[src/rtl/regfile_write_arbiter.sv]
// Two-requester arbiter for the single register-file write port, with a registered one-hot write-enable.
// Define REGFILE_ARB_RR_EN for round-robin conflict resolution; otherwise requester A has fixed priority.
module regfile_write_arbiter #(
  parameter int DATA_W = 32,
  parameter int ADDR_W = 5,
  parameter int CNT_W  = 16
) (
  input  logic                 clk,
  input  logic                 reset,
  input  logic                 stall,
  input  logic                 a_valid,
  output logic                 a_ready,
  input  logic [ADDR_W-1:0]    a_addr,
  input  logic [DATA_W-1:0]    a_data,
  input  logic                 b_valid,
  output logic                 b_ready,
  input  logic [ADDR_W-1:0]    b_addr,
  input  logic [DATA_W-1:0]    b_data,
  output logic [2**ADDR_W-1:0] wr_en,
  output logic [ADDR_W-1:0]    wr_addr,
  output logic [DATA_W-1:0]    wr_data,
  output logic                 last_grant,
  output logic [CNT_W-1:0]     conflict_cnt
);

  localparam int unsigned NREG = 2**ADDR_W;

  logic                 a_wins_conflict;
  logic                 conflict;
  logic                 grant;
  logic [ADDR_W-1:0]    sel_addr;
  logic [DATA_W-1:0]    sel_data;
  logic [NREG-1:0]      en_next;

`ifdef REGFILE_ARB_RR_EN
  // last_grant==1 means B went last, so A gets the next conflict.
  assign a_wins_conflict = last_grant;
`else
  assign a_wins_conflict = 1'b1;
`endif

  assign conflict = a_valid && b_valid && !stall;

  always_comb begin
    a_ready  = 1'b0;
    b_ready  = 1'b0;
    if (!stall) begin
      a_ready = a_valid && (!b_valid || a_wins_conflict);
      b_ready = b_valid && (!a_valid || !a_wins_conflict);
    end
    grant    = a_ready || b_ready;
    sel_addr = b_ready ? b_addr : a_addr;
    sel_data = b_ready ? b_data : a_data;
  end

  // Register $0 is accepted but never enabled.
  always_comb begin
    en_next = '0;
    for (int unsigned i = 0; i < NREG; i++) begin
      en_next[i] = grant && (sel_addr != '0) && (sel_addr == ADDR_W'(i));
    end
  end

  always_ff @(posedge clk or posedge reset) begin
    if (reset) begin
      wr_en        <= '0;
      wr_addr      <= '0;
      wr_data      <= '0;
      last_grant   <= 1'b1;
      conflict_cnt <= '0;
    end else begin
      wr_en <= en_next;
      if (grant) begin
        wr_addr    <= sel_addr;
        wr_data    <= sel_data;
        last_grant <= b_ready;
      end
      if (conflict && (conflict_cnt != '1)) begin
        conflict_cnt <= conflict_cnt + CNT_W'(1);
      end
    end
  end

endmodule
[config.mk]
export PLATFORM = sky130hd
export DESIGN_NAME = regfile_write_arbiter
export DESIGN_NICKNAME = d
export VERILOG_FILES = /design/src/rtl/regfile_write_arbiter.sv
export SDC_FILE = /design/constraint.sdc
export NUM_CORES = 1
export LEC_CHECK = 0
export CORE_MARGIN = 2
export CORE_UTILIZATION = 28
export DETAILED_ROUTE_END_ITERATION = 8
export SLEW_MARGIN = 20
export SYNTH_ARGS = -nofsm -noshare
export SYNTH_HDL_FRONTEND = slang
export SYNTH_SLANG_ARGS = --single-unit
export TNS_END_PERCENT = 50
[constraint.sdc]
create_clock -name clk -period 8.2 [get_ports clk]
set_input_delay 1.64 -clock clk [delete_from_list [all_inputs] [get_ports clk]]
set_output_delay 1.64 -clock clk [all_outputs]
set_load 0.02 [all_outputs]
==> results of run 1 <==
==> cell usage after synthesis, types with 2 or more instances <==
master / count / area [um^2]
dfrtp_1: 85 / 2130
xor2_1: 6 / 52.6
buf_2: 8 / 40.0
nand3_1: 4 / 20.0
nor2b_1: 5 / 31.3
nand2b_1: 6 / 37.5
and3_1: 3 / 18.8
o21ai_0: 5 / 25.0
o2111ai_1: 3 / 26.3
nor3_1: 5 / 25.0
inv_1: 4 / 15.0
clkbuf_1: 6 / 22.5
nor2_1: 37 / 139
nand3b_1: 2 / 15.0
nand4_1: 4 / 25.0
a31oi_1: 4 / 25.0
a22oi_1: 32 / 240
xnor2_1: 7 / 61.3
nor3b_1: 4 / 30.0
nand2_1: 83 / 312
mux2i_1: 8 / 80.1
==> through the flow <==
stage          std cells  power (mW)  hold slack (ns)
2_1_floorplan        339       0.621            0.508
3_3_place_gp         667       0.768            0.456
3_5_place_dp         667       0.773            0.461
4_1_cts              682        1.16            0.477
5_1_grt              682        1.20            0.492
6_report             682        1.14            0.471
==> state kept, by name (all words and copies together), names as in the netlist <==
register and cells:
wr_addr 5, conflict_cnt 16, wr_en 32, last_grant 1, wr_data 32
==> path summary, 6_finish.rpt <==
| kind | start | end | slack, ns | cells after the start |
|---|---|---|---|---|
| max | stall | b_ready | 2.90 | 4 |
| min | wr_data[21] | wr_data[21] | 0.47 | 2 |
| max reg2reg | conflict_cnt[0] | conflict_cnt[1] | 6.31 | 5 |
| min reg2reg | wr_data[21] | wr_data[21] | 0.47 | 2 |
| max in group asynchronous | reset | wr_addr[3] | 5.83 | 3 |
| min in group asynchronous | reset | conflict_cnt[12] | 1.86 | 3 |
==> area by class of cell <==
cell class	count	share of cell area, %
flip-flops and latches	86	37.8
inverters	4	0.285
repair buffers	170	29.7
clock inverters	6	0.812
well taps	172	3.78
multi-input cells	235	23.6
clock buffers	9	3.95
==> tightest hold or removal path, cell delays in order (launching register included) <==
cell and delay [ns]:
dfrtp_1 0.34, nand2_1 0.05, nand2_1 0.05
==> power by group <==
part | internal (mW) | switching [mW] | total [mW]
Sequential | 0.465 | 0.0315 | 0.496
Combinational | 0.134 | 0.131 | 0.265
Clock | 0.205 | 0.172 | 0.377
==> cells by family (layout without fill, tap and decap cells) <==
logic type	Yosys count	count (layout)	synth area share [%]
flip-flops	86	86	60.4
buffers and inverters	18	189	2.18
other	1	1	0.105
AND/OR/NAND/NOR	162	162	21.0
multiplexers	11	11	3.30
adder cells (fa/ha/maj)	1	1	0.351
AO/OA/AOI/OAI	47	47	9.48
XOR/XNOR	13	13	3.20
==> routing by layer <==
metal	routed length [um]	GRT usage, %	vias up	part of all wire [%]
met3	791	4.84	17	8.1
met5	0	0	-	0
met2	4620	23.2	100	47
met4	216	6.90	0	2.2
li1	-	-	1486	-
met1	4150	17.7	1471	42
==> impl_metrics.json, run 1 <==
{
  "final_common_cell": "clkdlybuf4s50_1",
  "setup_viol": 0,
  "layout_setup_ws_ns": 2.90,
  "clk_latency_ns": 0.34,
  "drtIter0Drc": 143,
  "multi_input_area_um2": 1350,
  "wl_per_cell_um": 14.3,
  "antenna_found_initial": 0,
  "routed_wl_mm": 9.77,
  "path_max_fanout": 55,
  "tightest_slew_ns": 0.811,
  "drc": 0,
  "fp-row-count": 41,
  "initial_core_util_pct": 28.5,
  "ios": 167,
  "cts_tree": "yes",
  "num_vias": 3074,
  "grt_pass1_wl_mm": 15.1,
  "antenna_left": 0,
  "fin_tns_setup_ns": 0,
  "path_buf_inv": 3,
  "gp_congestion": 0.771,
  "fin_crit_ns": 5.30,
  "power.density_nw_per_um2": 200,
  "grt_max_degree": 87,
  "ys_ff_latch": 86,
  "synthesis.nets": 419,
  "grt_setup_unrepaired": "no",
  "dr.pass1.iters": 4,
  "synthCells": 339,
  "slew_headroom_pct": 45.7,
  "final-hold-violation-count": 0,
  "fmax_mhz": 189,
  "critPathMaxStageDelay_ns": 0.72,
  "ys_seq_area_share_pct": 60.4,
  "placement.io_buffers": 166,
  "clock_path_buffers": 2,
  "cts_resized": 0,
  "async_reset_ff_share_pct": 100,
  "crit_type": "in -> out",
  "crit_required_ns": 6.56,
  "fill_cells": 1226,
  "worstPathArrival_ns": 3.66,
  "drv_cap": 0,
  "seqCellArea_um2": 2150,
  "synth_edf_count": 0,
  "cp-end-kind": "output pin",
  "cpMaxStageDelayCell": "clkdlybuf4s50_1",
  "crit_path_start_kind": "input pin",
  "grt_overflow": 0,
  "die_x_um": 117,
  "cts_made_buffers": 9,
  "cts-root-buf": "clkbuf_16",
  "die_area_um2": 13600,
  "placed_area_um2": 5420,
  "finish.utilization_pct": 45.5,
  "place_ws_ns": 2.87,
  "fin_skew_ns": 0.00507,
  "final_cell_mix": "clkdlybuf4s50_1, dfrtp_1, nand2_1",
  "cp_top_family": "buffers and inverters",
  "irDropWorstVdd_mv": 0.0917,
  "hold_class": "reg -> reg",
  "synth_area_um2": 3560,
  "synth.distinct_cells": 39,
  "ctsHoldBuffers": 0,
  "place_hpwl_mm": 7.07,
  "die_h_um": 117,
  "clock_sinks": 86,
  "grt_pass1_vias": 3060,
  "postCtsSetupRepairBufs": 0,
  "fin_area_um2": 5700,
  "coreArea_um2": 12500,
  "synthFlopType": "dfrtp_1",
  "synth_warnings": 0,
  "slew_viol_final": 0,
  "layout.nets": 586,
  "detail_route.vias_per_cell": 4.51,
  "syn_area_per_cell_um2": 10.5,
  "area_delta_synth_final_pct": 59.9,
  "leakagePower_nw": 2.48,
  "fin_crit_sh_pct": 64.7,
  "cpMostUsedCell": "clkdlybuf4s50_1",
  "crit_chain": "clkdlybuf4s50_1 -> nor3b_2 -> buf_4 -> clkdlybuf4s50_1",
  "htree_levels": 3,
  "outcome": "completed",
  "drive_gt1_share_pct": 6.27,
  "grt.total_usage_pct": 14.5,
  "clk_pin_slew_ns": 0.06,
  "insertedDiodeCount": 0
}
Note: power is estimated with default switching activity, not from simulation.
==> run 2, diff against run 1 <==
==> constraint.sdc (replaced) <==
create_clock -name clk -period 5.3 [get_ports clk]
set_input_delay 1.06 -clock clk [delete_from_list [all_inputs] [get_ports clk]]
set_output_delay 1.06 -clock clk [all_outputs]
set_load 0.02 [all_outputs]
==> run 2 against run 1 <==
Design area up 0.66%. Clock power up 74%. Critical path depth down 1. Via count down 0.62%. Count of clock-buffer cells in the layout unchanged.
==> impl_metrics.json, run 2 (synthesis results as in run 1) <==
{
  "outcome": "completed",
  "r2r_cells": 5,
  "irDropWorstVdd_mv": 0.134,
  "die_area_um2": 13600,
  "place_hpwl_mm": 7.30,
  "die_x_um": 117,
  "gp_congestion": 0.763,
  "wl_per_cell_um": 14.5,
  "switching_share_pct": 28.8,
  "ios": 167,
  "place_ws_ns": 1.57,
  "startpoint": "stall",
  "grt_pass1_vias": 3022,
  "hold_path_end": "wr_data[17]",
  "drc": 0,
  "htree_levels": 3,
  "fin_tns_setup_ns": 0,
  "layout.nets": 586,
  "path_max_fanout": 5,
  "min_from": "wr_data[17]",
  "wl_met1_mm": 4.25,
  "antenna_left": 0,
  "crit_path_start_kind": "input pin",
  "switchingPower_mw": 0.528,
  "clock_sinks": 86,
  "power.density_nw_per_um2": 319,
  "p_seq_share_pct": 41.9,
  "clk_latency_ns": 0.33,
  "r2r_setup_slack_ns": 3.40,
  "cts_tree": "yes",
  "ctsHoldBuffers": 0,
  "insertedDiodeCount": 0,
  "grt.total_usage_pct": 14.7,
  "detail_route.vias_per_cell": 4.47,
  "setup_viol": 0,
  "antenna_found_initial": 0,
  "fmax_mhz": 271,
  "worstPathArrival_ns": 2.63,
  "cts-root-buf": "clkbuf_16",
  "final_common_cell": "clkdlybuf4s50_1",
  "drive_gt1_share_pct": 6.46,
  "wl_met2_mm": 4.79,
  "fin_crit_ns": 3.69,
  "tightest_slew_ns": 0.739,
  "wl_met3_um": 818,
  "final-hold-violation-count": 0,
  "hold_class": "reg -> reg",
  "fp-row-count": 41,
  "grt_max_degree": 57,
  "top_layer": "met4",
  "crit_type": "in -> out",
  "drtIter0Drc": 111,
  "postCtsSetupRepairBufs": 0,
  "fin_skew_ns": 0.00281,
  "pwr-share-clk_pct": 35.8,
  "crit_required_ns": 4.24,
  "grt_pass1_wl_mm": 15.3,
  "dr.pass1.iters": 4,
  "area_delta_synth_final_pct": 61.0,
  "cts_resized": 0,
  "leakagePower_nw": 2.50,
  "clk_pin_slew_ns": 0.07,
  "die_h_um": 117,
  "slew_viol_final": 0,
  "r2r_end": "conflict_cnt[1]",
  "coreArea_um2": 12500,
  "placement.io_buffers": 166,
  "final_cell_mix": "clkdlybuf4s50_1, dfrtp_1, nand2_1",
  "fin_crit_sh_pct": 69.5,
  "num_vias": 3055,
  "clock_path_buffers": 2,
  "initial_core_util_pct": 28.5,
  "hold_depth": 2,
  "intPower_mw": 1.30,
  "comb_power_share_pct": 22.3,
  "grt_overflow": 0,
  "cp-end-kind": "output pin",
  "grt_setup_unrepaired": "no",
  "r2r-start": "conflict_cnt[0]",
  "drv_cap": 0,
  "slew_headroom_pct": 50.5,
  "routed_wl_mm": 9.93,
  "largestRegisters": "wr_data: 32 flops, wr_en: 32 flops, conflict_cnt: 16 flops",
  "layout_setup_ws_ns": 1.61,
  "cts_made_buffers": 9
}
run 2: cell count changes in the layout (fill, tap and decap cells not counted), sizes merged:
cell      previous run  this run
inv                  5         9
clkinvlp             2         1
clkinv               3         0
bufinv               0         1
run 2: routing by layer:
| layer | global-route usage [%] | vias up |
|---|---|---|
| li1 | - | 1484 |
| met1 | 18.4 | 1472 |
| met2 | 24.0 | 94 |
| met3 | 4.99 | 5 |
| met4 | 4.71 | 0 |
| met5 | 0 | - |
run 2: critical path, stage by stage:
cell and delay, ns:
clkdlybuf4s50_1 0.54, nor3b_2 0.33, clkdlybuf4s50_1 0.70
run 2: metrics by stage:
stage | cells | util [%] | cell area [um^2] | hold slack, ns | power, mW
after floorplan | 339 | - | 3560 | 0.508 | 0.961
after global placement | 667 | 43.3 | 5420 | 0.457 | 1.19
after detailed placement | 667 | 43.3 | 5420 | 0.461 | 1.20
after CTS | 683 | 45.8 | 5740 | 0.478 | 1.86
after global routing | 683 | 45.8 | 5740 | 0.489 | 1.93
final | 683 | 45.8 | 5740 | 0.473 | 1.83
run 2: how the worst max path moves through the flow:
stage | depth (start not counted) | end
2_1_floorplan | 1 | conflict_cnt[0]
3_3_place_gp | 3 | b_ready
3_5_place_dp | 3 | b_ready
4_1_cts | 3 | b_ready
5_1_grt | 3 | b_ready
6_report | 3 | b_ready
run 2: power groups by stage:
| stage | Combinational, mW | Clock [mW] | Sequential, mW |
|---|---|---|---|
| after floorplan | 0.109 | 0 | 0.852 |
| after global placement | 0.411 | 0 | 0.778 |
| after detailed placement | 0.415 | 0 | 0.780 |
| after CTS | 0.416 | 0.679 | 0.768 |
| after global routing | 0.443 | 0.711 | 0.778 |
| final | 0.409 | 0.655 | 0.767 |
run 2: cell type report:
type,instances,area [um^2]
Clock buffer,9,225
Clock inverter,7,86.3
Fill cell,1225,6780
Inverter,4,17.5
Multi-Input combinational cell,235,1350
Sequential cell,86,2150
Tap cell,172,215
Timing Repair Buffer,170,1690
